$ cat config.mk
export PLATFORM = sky130hd
export DESIGN_NAME = instr_sequencer
export DESIGN_NICKNAME = d
export VERILOG_FILES = /design/src/rtl/cpu_ctrl_pkg.sv /design/src/rtl/stall_timer.sv /design/src/rtl/instr_sequencer.sv
export SDC_FILE = /design/constraint.sdc
export NUM_CORES = 1
export LEC_CHECK = 0
export CORE_ASPECT_RATIO = 0.8
export CORE_UTILIZATION = 57
export DETAILED_ROUTE_END_ITERATION = 12
export PLACE_DENSITY = 0.85
export SYNTH_ARGS = -nofsm -noshare
export SYNTH_HDL_FRONTEND = slang
export SYNTH_SLANG_ARGS = --single-unit
$ cat constraint.sdc
create_clock -name clk -period 5.4 [get_ports clk]
set_input_delay 1.08 -clock clk [delete_from_list [all_inputs] [get_ports clk]]
set_output_delay 1.08 -clock clk [all_outputs]
set_load 0.02 [all_outputs]
$ cat src/rtl/cpu_ctrl_pkg.sv
// cpu_ctrl_pkg: sequencer state encodings, opcode classes and the opcode field position
package cpu_ctrl_pkg;
  localparam int OP_HI = 7;
  localparam int OP_LO = 4;
  localparam logic [3:0] OP_IN = 4'h1;
  localparam logic [3:0] OP_OUT = 4'h2;
  localparam logic [3:0] OP_MOVI = 4'h3;
  localparam logic [3:0] OP_HALT = 4'hF;
  typedef logic [2:0] state_t;
  localparam state_t S_IDLE = 3'd0;
  localparam state_t S_FETCH = 3'd1;
  localparam state_t S_EXEC = 3'd2;
  localparam state_t S_IN_WAIT = 3'd3;
  localparam state_t S_OUT_WAIT = 3'd4;
  localparam state_t S_IMM_WAIT = 3'd5;
  localparam state_t S_HALTED = 3'd6;
  localparam state_t S_PAUSE = 3'd7;
  function automatic logic is_wait(input state_t s);
    return s inside {S_FETCH, S_IN_WAIT, S_OUT_WAIT, S_IMM_WAIT};
  endfunction
endpackage

$ cat src/rtl/stall_timer.sv
// stall_timer: counts consecutive stall cycles; timeout marks the stall cycle that reaches WAIT_MAX
module stall_timer #(
  parameter int WAIT_MAX = 255
) (
  input  logic clk,
  input  logic rst_n,
  input  logic clr,
  input  logic en,
  output logic timeout
);
  logic [15:0] cnt_q, cnt_d;
  logic [16:0] nxt;
  always_comb begin
    nxt = {1'b0, cnt_q} + 17'd1;
    cnt_d = clr ? 16'd0 : en ? nxt[15:0] : cnt_q;
  end
  assign timeout = en && nxt == 17'(WAIT_MAX);
  always_ff @(posedge clk or negedge rst_n)
    if (!rst_n) cnt_q <= '0;
    else cnt_q <= cnt_d;
endmodule

$ cat src/rtl/instr_sequencer.sv
// instr_sequencer: fetch/execute FSM producing sm/sm_en/ir_ld with memory and IO stalls.
// Optional single-step mode (step port, PAUSE state) under INSTR_SEQUENCER_STEP_EN.
module instr_sequencer
  import cpu_ctrl_pkg::*;
#(
  parameter int CNT_W = 16,
  parameter int WAIT_MAX = 255
) (
  input  logic             clk,
  input  logic             rst_n,
`ifdef INSTR_SEQUENCER_STEP_EN
  input  logic             step,
`endif
  input  logic             start,
  input  logic [7:0]       ir,
  input  logic             ram_rdy,
  input  logic             in_vld,
  input  logic             out_rdy,
  output logic             sm,
  output logic             sm_en,
  output logic             ir_ld,
  output logic             in_ack,
  output logic             out_vld,
  output logic             busy,
  output logic             halted,
  output logic             err,
  output logic [CNT_W-1:0] retired
);
`ifdef INSTR_SEQUENCER_STEP_EN
  localparam state_t RESUME = S_PAUSE;
`else
  localparam state_t RESUME = S_FETCH;
`endif
  state_t state_q, state_d;
  logic err_q, err_d;
  logic [CNT_W-1:0] retired_q, retired_d;
  logic [3:0] op;
  logic rdy, stall, retire, clr, timeout, unused_ir;
  assign op = ir[OP_HI:OP_LO];
  assign unused_ir = ^ir[OP_LO-1:0];
  always_comb begin
    rdy = state_q == S_IN_WAIT ? in_vld : state_q == S_OUT_WAIT ? out_rdy : ram_rdy;
    stall = is_wait(state_q) && !rdy;
    retire = 1'b0;
    state_d = state_q;
    err_d = err_q;
    case (state_q)
      S_IDLE: state_d = start ? RESUME : S_IDLE;
      S_FETCH: state_d = rdy ? S_EXEC : S_FETCH;
      S_EXEC: begin
        state_d = op == OP_HALT ? S_HALTED : op == OP_IN ? S_IN_WAIT :
                  op == OP_OUT ? S_OUT_WAIT : op == OP_MOVI ? S_IMM_WAIT : RESUME;
        retire = !(op inside {OP_IN, OP_OUT, OP_MOVI});
      end
      S_IN_WAIT, S_OUT_WAIT, S_IMM_WAIT: begin
        state_d = rdy ? RESUME : state_q;
        retire = rdy;
      end
`ifdef INSTR_SEQUENCER_STEP_EN
      S_PAUSE: state_d = step ? S_FETCH : S_PAUSE;
`endif
      default: ;
    endcase
    // a ready in the limit cycle clears stall, so timeout never overrides an advance
    if (timeout) begin
      state_d = S_HALTED;
      err_d = 1'b1;
    end
    retired_d = retired_q + CNT_W'(retire);
    clr = state_d != state_q;
  end
  stall_timer #(.WAIT_MAX(WAIT_MAX)) u_timer (
    .clk(clk),
    .rst_n(rst_n),
    .clr(clr),
    .en(stall),
    .timeout(timeout)
  );
  always_ff @(posedge clk or negedge rst_n)
    if (!rst_n) begin
      state_q <= S_IDLE;
      err_q <= 1'b0;
      retired_q <= '0;
    end else begin
      state_q <= state_d;
      err_q <= err_d;
      retired_q <= retired_d;
    end
  assign sm = state_q inside {S_EXEC, S_IN_WAIT, S_OUT_WAIT, S_IMM_WAIT};
  assign sm_en = sm || state_q == S_FETCH;
  assign ir_ld = state_q == S_FETCH && ram_rdy;
  assign in_ack = state_q == S_IN_WAIT && in_vld;
  assign out_vld = state_q == S_OUT_WAIT;
  assign busy = !(state_q inside {S_IDLE, S_HALTED});
  assign halted = state_q == S_HALTED;
  assign err = err_q;
  assign retired = retired_q;
endmodule

==> results.yml, run 1 <==
synth:
  ys_types: 50
  syn_nets: 258
  synthMuxAreaShare: 0.004459
  synth_area_leaders: "dfrtp_1 (40%), xnor2_1 (8.2%), xor2_1 (4.3%)"
  synth-simple-area-share: 0.2938
  avgSynthCellArea_um2: 9.392
  synthCells: 239
  synth_area_mm2: 0.002245
  synth_xor_area_frac: 0.1249
  synth_seq_cells: 36
  yosysTopAreaCell: "dfrtp_1"
  synth_edf_count: 0
  async_reset_ff_frac: 1.000
  yosysSeqAreaShare: 0.4013
  synth.top_cell.area_share: 0.4013
  synth_top_family_by_area: "simple AND/OR/NAND/NOR gates"
  ys_warn_count: 0
  synth-compound-area-share: 0.1076
  synth-main-ff-cell: "dfrtp_1"
  synth_fa_ha_area_frac: 0.02787
layout:
  num_antenna_cells: 0
  final_area_mm2: 0.002678
  layout-drive-gt1-share: 0.08487
  final_net_count: 289
  fin_cells: 326
  area_growth_pct: 19.29
die:
  dieArea_mm2: 0.004195
  die_y_um: 58.13
  initial_utilization: 0.5940
  core_mm2: 0.003779
  io_pins: 38
  rows: 20
  dieWidth_um: 72.16
grt:
  grt_pass1_wl_um: 7803
  track_usage: 0.2395
  overflow: 0
  antenna_found_initial: 0
  grt_max_degree: 37
  grt_pass1_vias: 1688
route:
  antenna_left: 0
  drc: 0
  drt_wl_total_um: 4501
  firstDrtPassIters: 4
  drt_iter0_drc: 160
  wl_per_cell_um: 13.81
  vias: 1890
  routed_via_density: 5.798
timing:
  finalSetupTns_ns: 0
  rsz0062_at_grt: "false"
  clock.fmax_ghz: 0.2799
  setup_viol: 0
  fin_crit_ns: 3.573
  period_share: 0.6617
  slew_headroom: 0.6294
  slew_viol_final: 0
  hold_viol_final: 0
  tightestPinTransition_ns: 0.5559
  skew_ns: 0.005005
job:
  max-cap-violations: 0
critical_path:
  crit_fanout: 5
  start_kind: "input port"
  worstSetupPathType: "input port to output pin"
  r2r-end: "u_timer.cnt_q[13]$_DFFE_PN0P_"
  r2r_cells: 7
  cp.arrival_ns: 2.49
  crit_path_end_kind: "output pin"
  reg2reg_slack_ns: 2.52
  crit_path_end: "ir_ld"
  reg2reg_from: "state_q[1]$_DFF_PN0_"
  crit_required_ns: 4.32
  critPathLaunch: "ram_rdy"
power_and_ir_drop:
  power-per-cell-area_mw_per_mm2: 367.3
  p_int_mw: 0.5803
  power_mw: 0.9834
  p_sw_frac: 0.4099
  p_switching_mw: 0.4031
  seqPwrFrac: 0.375
  power_frac_clock: 0.201
  vdd_drop_max_uv: 197.6
  p_leak_nw: 1.044
  p_comb_frac: 0.424
placed_design:
  io_buffers: 33
  place_congestion: 0.8606
  placedCellCount: 318
  dp_hpwl_um: 3124
  post_dp_cell_area_mm2: 0.002584
cts:
  clkTransAtPathRegs_ns: 0.07
  postCtsHoldBufs: 0
  cts_made_buffers: 5
  postCtsResizedCells: 0
  insertion_delay_ns: 0.29
  cts.sinks: 36
  h-tree-depth: 2
  root_buffer: "clkbuf_8"
  cts_tree: "done"
  post_cts_buffers: 0
  cts_buffer_depth: 2
min_path:
  hold_path_class: "register to register"
status:
  status: "complete, no violations"
==> power by group through the flow <==
stage,Clock [mW],Sequential [mW],Combinational [mW]
after detailed placement,0,0.373,0.414
after CTS,0.203,0.368,0.417
after global routing,0.214,0.379,0.460
after global placement,0,0.370,0.410
final,0.198,0.369,0.417
after floorplan,0,0.363,0.308
==> cells in the final DEF, fill, tap and decap left out, drive strengths merged, types with 2 or more instances in the layout <==
| cell | n |
|---|---|
| o21ai | 6 |
| nor4 | 5 |
| nor2 | 21 |
| or3 | 3 |
| clkdlybuf4s50 | 33 |
| and4 | 4 |
| nor3b | 4 |
| and2 | 3 |
| o31ai | 2 |
| and3 | 4 |
| clkbuf | 7 |
| xnor2 | 21 |
| a21oi | 6 |
| a211oi | 2 |
| dfrtp | 36 |
| or3b | 2 |
| or2 | 4 |
| o31a | 2 |
| nand3 | 15 |
| nor3 | 17 |
| nand4 | 11 |
| nand2b | 2 |
| ha | 5 |
| xor2 | 11 |
| inv | 6 |
| nand2 | 20 |
==> area by class of cell <==
cell class,instances,area (um^2)
tap,55,68.82
fill,287,1101
sequential,36,900.9
clock buffer,7,86.33
inverter,6,22.52
timing repair buffer,34,337.8
multi-input combinational,187,1254
clock inverter,1,7.507
==> cells in the mapped netlist, drive strengths merged (2+ instances only) <==
library cell / n
nand4: 11
and3: 4
or3: 3
o31a: 2
or3b: 2
nand2b: 2
o21ai: 6
nor3: 17
a21oi: 6
or2: 4
xnor2: 21
nor3b: 4
inv: 6
nor2: 21
and4: 4
nand2: 20
clkbuf: 3
and2: 3
ha: 5
buf: 7
dfrtp: 36
a211oi: 2
nor4: 5
nand3: 15
xor2: 11
o31ai: 2
==> worst max-delay path: stages <==
cell and delay [ns]:
clkdlybuf4s50_1 0.57, nor3b_1 0.21, clkdlybuf4s50_1 0.63
==> kinds of logic (layout without fill, tap and decap cells) <==
| group | count (synthesis) | after routing |
|---|---|---|
| and+or+nand+nor | 118 | 118 |
| xor gates and xnor gates | 32 | 32 |
| muxes | 1 | 1 |
| adders and majority gates | 5 | 5 |
| DFF | 36 | 36 |
| buffers and inverters | 16 | 48 |
| AOI/OAI and AO/OA | 31 | 31 |
==> state kept, by name, indices dropped and copies added, names as in the netlist <==
signal and count:
u_timer.cnt_q 16, err 1, retired 16, state_q 3
==> through the flow <==
step	util	hold WS (ns)	worst slack (ns)
after floorplan	-	0.5434	2.400
after global placement	0.6838	0.4603	1.639
after detailed placement	0.6838	0.4664	1.637
after CTS	0.7086	0.4758	1.834
after global routing	0.7086	0.5030	1.706
final	0.7086	0.4695	1.827
==> worst min path at each step <==
stage,startpoint,to,slack [ns],cells after the start
4_1_cts,retired[15]$_DFF_PN0_,retired[15]$_DFF_PN0_,0.48,1
2_1_floorplan,u_timer.cnt_q[15]$_DFFE_PN0P_,u_timer.cnt_q[15]$_DFFE_PN0P_,0.54,2
5_1_grt,err$_DFFE_PN0P_,err$_DFFE_PN0P_,0.50,1
3_5_place_dp,retired[15]$_DFF_PN0_,retired[15]$_DFF_PN0_,0.47,1
6_report,retired[15]$_DFF_PN0_,retired[15]$_DFF_PN0_,0.47,1
3_3_place_gp,retired[15]$_DFF_PN0_,retired[15]$_DFF_PN0_,0.46,1
==> layer usage <==
| layer | GRT usage | part of all wire |
|---|---|---|
| met3 | 0.04348 | 0.052 |
| met4 | 0.05882 | 0.0082 |
| met2 | 0.3618 | 0.45 |
| met1 | 0.3563 | 0.49 |
| met5 | 0 | 0 |
Power figures use the tool's default switching activity.
==> run 2, diff against run 1 <==
Settings changed: CORE_UTILIZATION 57 to 53, PLACE_DENSITY 0.85 to 0.8.
Clock period 5.4 ns to 3.7 ns, I/O delays scaled along.
==> results.yml, run 2 (synthesized netlist as in run 1, its figures left out) <==
status:
  status: "complete, no violations"
layout:
  final_common_cell: "dfrtp_1"
  area_growth_pct: 19.62
  layout_common_cells: "dfrtp_1 (36), clkdlybuf4s50_1 (33), nor2_1 (21), xnor2_1 (21), nand2_1 (20)"
  final_net_count: 290
  fin_cells: 327
  num_antenna_cells: 0
  layout-drive-gt1-share: 0.08824
route:
  vias: 1853
  drt_iter0_drc: 125
  antenna_left: 0
  drc: 0
  drt_wl_total_um: 4600
  wl_per_cell_um: 14.07
  firstDrtPassIters: 4
  routed_via_density: 5.667
power_and_ir_drop:
  p_switching_mw: 0.5967
  p_sw_frac: 0.4103
  p_int_mw: 0.8577
  p_leak_nw: 1.049
  vdd_drop_max_uv: 499.1
  power_frac_clock: 0.201
  seqPwrFrac: 0.371
  power-per-cell-area_mw_per_mm2: 541.7
  p_comb_frac: 0.428
critical_path:
  worstSetupPathType: "input port to register"
  reg2reg_slack_ns: 0.86
  cp.arrival_ns: 3.19
  cpLargestDelayFamily: "simple AND/OR/NAND/NOR gates"
  crit_fanout: 16
  start_kind: "input port"
  cp_num_buf_inv: 2
  path_cells: "clkdlybuf4s50_1 > or4b_4 > nor3b_4 > nor4_2 > and4_1 > nand4_2 > a32oi_4 > buf_4 > nor3_1"
  crit_path_end_kind: "register"
  slowest_delay_ns: 0.53
  critPathSlowestCell: "or4b_4"
  crit_required_ns: 3.86
placed_design:
  io_buffers: 33
  dp_hpwl_um: 3344
  post-place-ws_ns: 0.3383
  placedCellCount: 319
  place_congestion: 0.8515
die:
  rows: 20
  die_y_um: 60.21
  core_mm2: 0.003929
  dieArea_mm2: 0.004501
  dieWidth_um: 74.76
  initial_utilization: 0.5713
  io_pins: 38
timing:
  finalSetupTns_ns: 0
  rsz0062_at_grt: "false"
  worst_slack_ns: 0.6723
  clock.fmax_ghz: 0.3303
  fin_crit_ns: 3.028
  period_share: 0.8183
  hold_viol_final: 0
  setup_viol: 0
  skew_ns: 0.008786
  slew_headroom: 0.6349
  tightestPinTransition_ns: 0.5477
  slew_viol_final: 0
cts:
  post_cts_buffers: 0
  postCtsHoldBufs: 0
  insertion_delay_ns: 0.29
  clkTransAtPathRegs_ns: 0.07
  cts_buffer_depth: 2
  cts.sinks: 36
  h-tree-depth: 2
  cts_tree: "done"
  cts_made_buffers: 5
  postCtsResizedCells: 0
  root_buffer: "clkbuf_8"
grt:
  antenna_found_initial: 0
  overflow: 0
  grt_max_degree: 37
  track_usage: 0.2312
  grt_pass1_wl_um: 7707
  grt_pass1_vias: 1715
min_path:
  hold_path_class: "register to register"
job:
  max-cap-violations: 0
## run 2: cell types whose count changed in the layout (fill, tap and decap cells not counted)
cell,before,now
buf_4,1,2
## run 2: stage by stage
stage	utilization	hold slack, ns	power, mW	area, um^2
2_1_floorplan	-	0.4444	0.9798	2245
3_3_place_gp	0.6596	0.4626	1.154	2591
3_5_place_dp	0.6596	0.4684	1.168	2591
4_1_cts	0.6834	0.4781	1.469	2685
5_1_grt	0.6834	0.4980	1.554	2685
6_report	0.6834	0.4747	1.454	2685
## run 2: area by class of cell
class                           instances  area (um^2)
Fill cell                             350         1244
Multi-Input combinational cell        187         1254
Inverter                                6        22.52
Timing Repair Buffer                   35        345.3
Sequential cell                        36        900.9
Tap cell                               55        68.82
Clock buffer                            7        86.33
Clock inverter                          1        7.507
## run 2: power by group through the flow
| stage | Clock, mW | Sequential, mW | Combinational, mW |
|---|---|---|---|
| after floorplan | 0 | 0.531 | 0.449 |
| after global placement | 0 | 0.540 | 0.614 |
| after detailed placement | 0 | 0.544 | 0.624 |
| after CTS | 0.302 | 0.536 | 0.630 |
| after global routing | 0.315 | 0.549 | 0.690 |
| final | 0.293 | 0.539 | 0.623 |
## run 2: path summary, 6_finish.rpt
| path | from | to | cells after the start |
|---|---|---|---|
| max in group asynchronous | rst_n | u_timer.cnt_q[9]$_DFFE_PN0P_ | 2 |
| min reg2reg | retired[15]$_DFF_PN0_ | retired[15]$_DFF_PN0_ | 1 |
| max | out_rdy | u_timer.cnt_q[10]$_DFFE_PN0P_ | 9 |
| min in group asynchronous | rst_n | retired[4]$_DFF_PN0_ | 2 |
| min | retired[15]$_DFF_PN0_ | retired[15]$_DFF_PN0_ | 1 |
| max reg2reg | state_q[1]$_DFF_PN0_ | retired[12]$_DFF_PN0_ | 10 |
## run 2: metal layers
layer,up-vias,GRT usage,part of all wire
met5,-,0,0
li1,923,-,-
met2,38,0.3629,0.47
met1,887,0.3100,0.49
met3,5,0.05228,0.033
met4,0,0.09164,0.010
==> run 3, diff against run 2 <==
Clock period 3.7 ns to 3 ns, I/O delays scaled along.
==> results.yml, run 3 (synthesized netlist as in run 1, its figures left out) <==
layout:
  final_common_cell: "dfrtp_1"
  regArea_um2: 900.9
  area_growth_pct: 23.69
  num_antenna_cells: 0
  final_area_mm2: 0.002776
  layout_common_cells: "dfrtp_1 (36), clkdlybuf4s50_1 (33), nor2_1 (21), xnor2_1 (21), nand2_1 (20)"
  multi_input_area_mm2: 0.001254
  layout-drive-gt1-share: 0.1210
  nFillCells: 319
  final_net_count: 299
route:
  antenna_left: 0
  drt_iter0_drc: 98
  drt_wl_total_um: 4691
  firstDrtPassIters: 5
  vias: 1908
  routed_via_density: 5.679
  drc: 0
  wl_per_cell_um: 13.96
die:
  rows: 20
  core_mm2: 0.003929
  dieArea_mm2: 0.004501
  initial_utilization: 0.5713
  die_y_um: 60.21
  dieWidth_um: 74.76
  io_pins: 38
cts:
  postCtsHoldBufs: 0
  insertion_delay_ns: 0.29
  clkTransAtPathRegs_ns: 0.07
  root_buffer: "clkbuf_8"
  cts_made_buffers: 5
  post_cts_buffers: 0
  postCtsResizedCells: 0
  cts_tree: "done"
  cts.sinks: 36
  h-tree-depth: 2
  cts_buffer_depth: 2
placed_design:
  dp_hpwl_um: 3502
  post-place-ws_ns: -0.04863
  post_dp_cell_area_mm2: 0.002684
  place_congestion: 0.8625
  io_buffers: 33
min_path:
  hold_path_class: "register to register"
  hp-start: "retired[15]$_DFF_PN0_"
grt:
  track_usage: 0.2340
  grt_pass1_vias: 1731
  grt_pass1_wl_um: 7859
  grt_max_degree: 37
  antenna_found_initial: 0
  overflow: 0
timing:
  slew_headroom: 0.7049
  tightestPinTransition_ns: 0.4427
  skew_ns: 0.007467
  hold_viol_final: 0
  period_share: 0.9156
  clock.fmax_ghz: 0.3641
  setup_viol: 0
  rsz0062_at_grt: "false"
  fin_crit_ns: 2.747
  slew_viol_final: 0
  worst_slack_ns: 0.2531
status:
  status: "complete, no violations"
critical_path:
  worstSetupPathType: "input port to register"
  critPathSlowestCell: "or4b_4"
  critPathLaunch: "out_rdy"
  cpLargestDelayFamily: "simple AND/OR/NAND/NOR gates"
  crit_path_end_kind: "register"
  cp_num_buf_inv: 2
  reg2reg_from: "u_timer.cnt_q[1]$_DFFE_PN0P_"
  crit_fanout: 16
  path_cells: "clkdlybuf4s50_1 > or4b_4 > nor3b_4 > nor4_2 > and4_1 > nand4_2 > a32oi_4 > buf_12 > nor3_1"
  start_kind: "input port"
  cp.arrival_ns: 2.93
  crit_required_ns: 3.18
  slowest_delay_ns: 0.52
power_and_ir_drop:
  p_leak_nw: 1.097
  vdd_drop_max_uv: 403.7
  power-per-cell-area_mw_per_mm2: 682.8
job:
  max-cap-violations: 0
run 3: cell types whose count changed in the layout (fill, tap and decap cells not counted), sizes merged:
cell      change
buf           +9
clkinv        +1
clkinvlp      +1
clkbuf        -2
run 3: power by group:
part	total, mW	switching, mW	internal (mW)	leakage (nW)
logic	0.892	0.480	0.412	0.567
registers	0.650	0.103	0.547	0.490
clock network	0.354	0.190	0.164	0.0404
total	1.90	0.772	1.12	1.10
run 3: final timing paths:
check,to,slack [ns],cells after the start
max,u_timer.cnt_q[8]$_DFFE_PN0P_,0.25,9
min,retired[15]$_DFF_PN0_,0.47,1
max reg2reg,u_timer.cnt_q[1]$_DFFE_PN0P_,0.29,8
min reg2reg,retired[15]$_DFF_PN0_,0.47,1
max in group asynchronous,retired[10]$_DFF_PN0_,1.97,2
min in group asynchronous,err$_DFFE_PN0P_,0.72,2
run 3: per-layer routing:
layer	part of all wire	GRT usage
met4	0.0049	0.05121
met5	0	0
met3	0.040	0.04553
met2	0.47	0.3784
met1	0.48	0.3252
run 3: metrics by stage:
step / setup TNS (ns) / hold slack [ns] / util / cells / total power, mW
detailed placement: -0.6491 / 0.4663 / 0.6831 / 328 / 1.553
floorplan: 0 / 0.3044 / - / 239 / 1.208
global route: 0 / 0.5041 / 0.7067 / 336 / 2.021
finish: 0 / 0.4748 / 0.7067 / 336 / 1.896
global placement: 0 / 0.4629 / 0.6831 / 328 / 1.536
CTS: 0 / 0.4797 / 0.7067 / 336 / 1.908
run 3: final cells by class:
type / count / area share
clock buffer: 5 / 0.02479
clock inverter: 3 / 0.008562
inverter: 6 / 0.008112
multi-input combinational: 187 / 0.4516
sequential: 36 / 0.3245
tap: 55 / 0.02479
timing repair buffer: 44 / 0.1577
run 3: worst reg2reg max path: stages, from the launching register on:
cell,delay [ns]
dfrtp_1,0.46
ha_1,0.28
nand3_1,0.28
nor4_1,0.43
o31ai_1,0.17
and4_1,0.24
o31a_2,0.35
buf_12,0.16
a2111oi_2,0.26
